<file path="src/rtl/pipe_hazard_ctrl.sv">
// Scoreboard interlock and flush sequencer for a fetch/decode/execute/writeback pipeline.
// Define PIPE_HAZARD_PERF_EN to add the stall-cycle and redirect performance counters.
module pipe_hazard_ctrl #(
   parameter int PEND_W       = 2,
   parameter int FLUSH_CYCLES = 2
) (
   input  logic       clk,
   input  logic       rst,
   input  logic       dec_valid,
   input  logic [4:0] dec_rs1,
   input  logic [4:0] dec_rs2,
   input  logic       dec_rs1_used,
   input  logic       dec_rs2_used,
   input  logic [4:0] dec_rd,
   input  logic       dec_wr_enable,
   input  logic [4:0] wb_wr_addr,
   input  logic       wb_wr_enable,
   input  logic       ex_redirect,
   output logic       fetch_stall,
   output logic       decode_stall,
   output logic       decode_flush,
   output logic       fetch_flush,
   output logic       issue,
   output logic [1:0] state
`ifdef PIPE_HAZARD_PERF_EN
   ,
   output logic [31:0] perf_stall_cnt,
   output logic [31:0] perf_flush_cnt
`endif
);

   localparam logic [1:0]        RUN        = 2'b00;
   localparam logic [1:0]        STALL      = 2'b01;
   localparam logic [1:0]        FLUSH      = 2'b10;
   localparam logic [PEND_W-1:0] PEND_MAX   = '1;
   localparam logic [2:0]        FLUSH_LOAD = 3'(FLUSH_CYCLES - 1);

   logic [PEND_W-1:0] pend [32];
   logic [1:0]        state_q, state_d;
   logic [2:0]        flush_cnt_q, flush_cnt_d;
   logic              hazard, in_flush, issue_go;

   // Hazard looks only at registered counts; a same-cycle writeback is not yet visible.
   always_comb begin
      hazard = dec_valid & ((dec_rs1_used & (pend[dec_rs1] != '0)) |
                            (dec_rs2_used & (pend[dec_rs2] != '0)) |
                            (dec_wr_enable & (pend[dec_rd] == PEND_MAX)));
      in_flush = (state_q == FLUSH);
      issue_go = dec_valid & ~hazard & ~ex_redirect & ~in_flush;
   end

   // pend[0] is only ever cleared, so x0 never reports a hazard.
   always_ff @(posedge clk) begin
      if (rst) begin
         for (int r = 0; r < 32; r++) pend[r] <= '0;
      end else begin
         for (int r = 1; r < 32; r++) begin
            if ((issue_go && dec_wr_enable && dec_rd == 5'(r)) &&
                !(wb_wr_enable && wb_wr_addr == 5'(r)))
               pend[r] <= pend[r] + 1'b1;
            else if ((wb_wr_enable && wb_wr_addr == 5'(r)) && pend[r] != '0 &&
                     !(issue_go && dec_wr_enable && dec_rd == 5'(r)))
               pend[r] <= pend[r] - 1'b1;
         end
      end
   end

   assert property (@(posedge clk) disable iff (rst)
      (wb_wr_enable && wb_wr_addr != 5'd0 &&
       !(issue_go && dec_wr_enable && dec_rd == wb_wr_addr)) |-> (pend[wb_wr_addr] != '0));

   always_ff @(posedge clk) begin
      if (rst) begin
         state_q     <= RUN;
         flush_cnt_q <= '0;
      end else begin
         state_q     <= state_d;
         flush_cnt_q <= flush_cnt_d;
      end
   end

   always_comb begin
      state_d     = state_q;
      flush_cnt_d = flush_cnt_q;
      case (state_q)
         RUN: begin
            if (ex_redirect) begin
               state_d     = FLUSH;
               flush_cnt_d = FLUSH_LOAD;
            end else if (hazard) begin
               state_d = STALL;
            end
         end
         STALL: begin
            if (ex_redirect) begin
               state_d     = FLUSH;
               flush_cnt_d = FLUSH_LOAD;
            end else if (!hazard) begin
               state_d = RUN;
            end
         end
         FLUSH: begin
            if (ex_redirect) flush_cnt_d = FLUSH_LOAD;
            else if (flush_cnt_q == 3'd0) state_d = RUN;
            else flush_cnt_d = flush_cnt_q - 3'd1;
         end
         default: state_d = RUN;
      endcase
   end

   // Outputs are forced low while reset is held.
   always_comb begin
      issue        = 1'b0;
      fetch_stall  = 1'b0;
      decode_stall = 1'b0;
      fetch_flush  = 1'b0;
      decode_flush = 1'b0;
      state        = RUN;
      if (!rst) begin
         issue        = issue_go;
         fetch_stall  = hazard & ~ex_redirect & ~in_flush;
         decode_stall = hazard & ~ex_redirect & ~in_flush;
         fetch_flush  = ex_redirect | in_flush;
         decode_flush = ex_redirect | in_flush | hazard;
         state        = state_q;
      end
   end

`ifdef PIPE_HAZARD_PERF_EN
   always_ff @(posedge clk) begin
      if (rst) begin
         perf_stall_cnt <= '0;
         perf_flush_cnt <= '0;
      end else begin
         if (fetch_stall) perf_stall_cnt <= perf_stall_cnt + 32'd1;
         if (ex_redirect) perf_flush_cnt <= perf_flush_cnt + 32'd1;
      end
   end
`endif

endmodule

</file>
<file path="config.mk">
export PLATFORM = sky130hd
export DESIGN_NAME = pipe_hazard_ctrl
export DESIGN_NICKNAME = d
export VERILOG_FILES = /design/src/rtl/pipe_hazard_ctrl.sv
export SDC_FILE = /design/constraint.sdc
export NUM_CORES = 1
export LEC_CHECK = 0
export CAP_MARGIN = 20
export CORE_MARGIN = 2
export CORE_UTILIZATION = 55
export CTS_CLUSTER_DIAMETER = 60
export DETAILED_ROUTE_END_ITERATION = 8
export PLACE_DENSITY = 0.71
export SYNTH_ARGS = -nofsm -noshare
export SYNTH_HDL_FRONTEND = slang
export SYNTH_SLANG_ARGS = --single-unit
</file>
<file path="constraint.sdc">
create_clock -name clk -period 4 [get_ports clk]
set_clock_uncertainty 0.15 [all_clocks]
set_input_delay 0.6 -clock clk [delete_from_list [all_inputs] [get_ports clk]]
set_output_delay 0.6 -clock clk [all_outputs]
set_load 0.01 [all_outputs]
</file>
==> reports/metrics.csv <==
stage,metric,value,unit
run_status,outcome,"complete, no violations",
detailed_routing,Iter 0 DRT Violations,956,
placement,Post-Place Setup Slack,-269,ps
critical_path,top cell family by delay on the critical path,buffers and inverters,
critical_path,CP max stage delay,530,ps
critical_path,"critical path, cell by cell",clkdlybuf4s50_1 > buf_4 > nor3_1 > a2111o_1 > o2111ai_1 > o41ai_2 > o21ai_2 > nor2_2 > buf_4 > nor3b_1 > dlygate4sd2_1,
cts,worst-skew pair later-pin latency,380,ps
synthesis,Cells after Synth,705,
detailed_routing,DRC viols,0,
synthesis,mapped cell area,5990,µm²
critical_path,crit end category,output pin,
sta,sum of negative setup slack,0,ps
critical_path,critical path type,primary input to output pin,
floorplan,Die H,108,µm
sta,max-slew violation count,0,
critical_path,CP startpoint kind,primary input,
critical_path,FF-to-FF Start,pend[13][0]$_SDFFCE_PN0P_,
global_routing,initial antenna violation count,0,
critical_path,"reg-to-reg slack, setup",580,ps
sta,Final Setup Violations,0,
min_path,hold worst-path end,state_q[1]$_SDFFE_PP0P_,
critical_path,"Data required, critical path",3250,ps
detailed_routing,vias per cell,7.14,
global_routing,vias in the first global route,6098,
pwr,Leak,2.52,nW
detailed_routing,DR pass1 iterations,5,
synthesis,Syn Nets,736,
global_routing,GR Overflow Total,0,
final_layout,register area,1960,µm²
pwr,clock power share,26.7,%
floorplan,site row count,38,
floorplan,Die Wd,108,µm
detailed_routing,DR WL/cell,24.6,µm
final_layout,final core occ,66.3,%
pwr,Gate power share,27.2,%
synthesis,sequential area share after synthesis,32.7,%
min_path,Hold Path Class,register to register,
final_layout,Area Growth Syn to Fin,18.9,%
pwr,sequential share of power,46.1,%
detailed_routing,top routing layer in use,met4,
sta,worst relative slew slack,43.3,%
sta,post-route clock period utilization,96.5,%
cts,CTS Buffer Depth,2,
sta,Worst Tran Pin Value,844,ps
critical_path,Worst EP arrival,3110,ps
global_routing,GRT Util Overall,39.5,%
global_routing,pin count of the biggest net entering global routing,52,
final_layout,layout cell share with drive strength beyond 1,16.5,%
synthesis,Netlist cell types,68,
final_layout,multi-input logic area,3800,µm²
cts,# H-tree levels,3,
placement,DP Cell Count,903,
cts,Clock Sinks,67,
global_routing,first-pass GRT wire length,34.5,mm
critical_path,Worst Reg-to-Reg Cells,10,
placement,routability cong.,1.04,
cts,# hold bufs at CTS,0,
sta,FMAX,259,MHz
critical_path,CP max FO,11,
cts,CTS tree,done,
cts,CTS buffer count,9,
detailed_routing,ANT nets after route,0,
detailed_routing,WL met2,9.79,mm
detailed_routing,Via Count,6594,
detailed_routing,Routed WL,22.7,mm
synthesis,Synth Warn #,0,
critical_path,"Buf+Inv Stages, Crit Path",4,
critical_path,CP dominant cell by count,buf_4,
placement,Port-buffer cells,34,
sta,Fin. Hold Viols,0,
synthesis,asr flop ratio synth,0,%
sta,unrepaired setup endpoints after global routing,false,
final_layout,Filler cells,955,
cts,"CTS clk-pin slew, worst paths",70,ps
pwr,Pint,0.00123,W
pwr,sw frac,34.3,%
min_path,Hold Path Origin,state_q[0]$_SDFFE_PP0P_,
min_path,Hold Crit Depth,1,
synthesis,Avg Inst Size Synth,8.50,µm²
detailed_routing,met3 WL,3.31,mm
cts,CTS Root Cell,clkbuf_8,
pwr,PD cells,262,nW/µm²
placement,DP Wirelength,17.4,mm
synthesis,Synth Flop Type,edfxtp_1,
final_layout,Antenna Cells,0,
pwr,maximum vdd drop,0.222,mV
pwr,NetSw,0.000641,W
sta,Tmin final,3860,ps
flow_run,Max-cap violations,0,
floorplan,I/O Pins,35,
final_layout,Finished Layout Cells,924,
floorplan,die area,11800,µm²
floorplan,core area,10700,µm²
sta,Setup WS post-layout,139,ps
detailed_routing,Metal-1 WL,8.79,mm
synthesis,number of synthesized flops with an enable pin,62,
final_layout,nets,810,
floorplan,Initial Utilization,55.8,%
critical_path,slowest CP cell,clkdlybuf4s50_1,
synthesis,synthesis-stage register bit count,67,
critical_path,reg2reg end,pend[11][0]$_SDFFCE_PN0P_,
[per-stage QoR]
step	area, µm²	hold WS, ps	total power [W]
finish	7130	371	0.00187
global route	7130	387	0.00192
CTS	7120	373	0.00185
detailed placement	6850	351	0.00135
global placement	6850	346	0.00133
floorplan	5990	317	0.00113
[sequential cells by signal, indices dropped and copies added (netlist names)]
register and flops:
flush_cnt_q 3, pend 62, state_q 2
[cells by family (layout without fill, tap and decap cells)]
logic type | count (synthesis) | after routing | share of synthesized area [%]
compound gates | 171 | 171 | 21.7
xor+xnor | 11 | 11 | 1.61
fa+ha+maj | 3 | 3 | 0.626
buf+inv | 59 | 138 | 4.55
flops | 67 | 67 | 32.7
mux | 35 | 35 | 9.50
simple gates | 359 | 359 | 29.3
[cell usage in the layout, fill, tap and decap left out, types with 9 or more instances in the layout]
cell	n
buf_4	67
nand2b_1	12
a21oi_1	42
nor2_1	106
clkbuf_8	9
nor3_1	58
nand3_1	40
mux2i_1	16
edfxtp_1	62
clkdlybuf4s50_1	24
nor2b_1	16
o21ai_0	20
a31oi_1	13
nor4_1	14
nand2_1	65
nand4_1	9
xor2_1	10
mux4_2	17
inv_1	13
a211oi_1	15
[synthesized netlist by cell type (4+ instances only)]
cell type / n / area [µm²]
a211o_1: 4 / 35.0
a221oi_1: 4 / 35.0
a2111oi_0: 8 / 70.1
nor2b_1: 16 / 100
buf_6: 4 / 45.0
buf_2: 11 / 55.1
o21a_1: 4 / 30.0
a311o_1: 7 / 70.1
and2_1: 8 / 50.1
edfxtp_1: 62 / 1860
nand2_1: 65 / 244
a31oi_1: 13 / 81.3
o21ai_0: 20 / 100
nand3_1: 40 / 200
inv_1: 13 / 48.8
a21oi_1: 42 / 210
xor2_1: 10 / 87.6
o211ai_1: 5 / 37.5
nor4b_1: 6 / 52.6
buf_1: 4 / 15.0
a211oi_1: 15 / 113
a311oi_1: 6 / 52.6
nand2b_1: 12 / 75.1
o2111ai_1: 4 / 35.0
o31ai_2: 5 / 62.6
mux2i_1: 16 / 160
mux4_2: 17 / 383
or3_1: 8 / 50.1
clkbuf_1: 23 / 86.3
a22oi_1: 6 / 45.0
nor3_1: 58 / 290
dfxtp_1: 5 / 100
nor2_1: 107 / 402
nand4_1: 9 / 56.3
nor4_1: 14 / 87.6
[how the worst max path moves through the flow]
stage               start           end  slack [ps]  cells after the start
2_1_floorplan  dec_rs1[2]   fetch_stall         400                     11
3_3_place_gp    dec_rd[1]  decode_flush        -270                     12
3_5_place_dp   dec_rs1[1]   fetch_stall        -270                     11
4_1_cts         dec_rd[1]  decode_flush         150                     12
5_1_grt        dec_rs2[0]  decode_stall           2                     11
6_report       dec_rs2[0]   fetch_stall         140                     11
[timing repair]
action                                  4_1_cts  5_1_grt
endpoints found under the setup margin        4        3
pin swaps                                     1        0
setup buffers                                 3        0
hold endpoints to repair                      0        0
resized for setup                            17        3
gates cloned                                  2        0
[layout make-up]
cell class                      count  share of cell area (%)
Sequential cell                    67                    27.5
Inverter                           15                   0.790
Multi-Input combinational cell    579                    53.3
Timing Repair Buffer              107                    13.7
Tap cell                          140                    2.46
Clock buffer                        9                    1.74
Clock inverter                      7                   0.492
[power by group through the flow]
| stage | logic, W | registers, W | clock network, W |
|---|---|---|---|
| detailed placement | 0.000472 | 0.000873 | 0 |
| global placement | 0.000461 | 0.000873 | 0 |
| global route | 0.000534 | 0.000864 | 0.000519 |
| floorplan | 0.000284 | 0.000850 | 0 |
| CTS | 0.000490 | 0.000858 | 0.000502 |
| finish | 0.000509 | 0.000862 | 0.000499 |
[metal layers]
metal | vias up | track usage (%)
li1 | 2877 | -
met1 | 3122 | 53.1
met2 | 519 | 59.6
met3 | 76 | 12.4
met4 | 0 | 14.9
met5 | - | 0
Power figures use the tool's default switching activity.
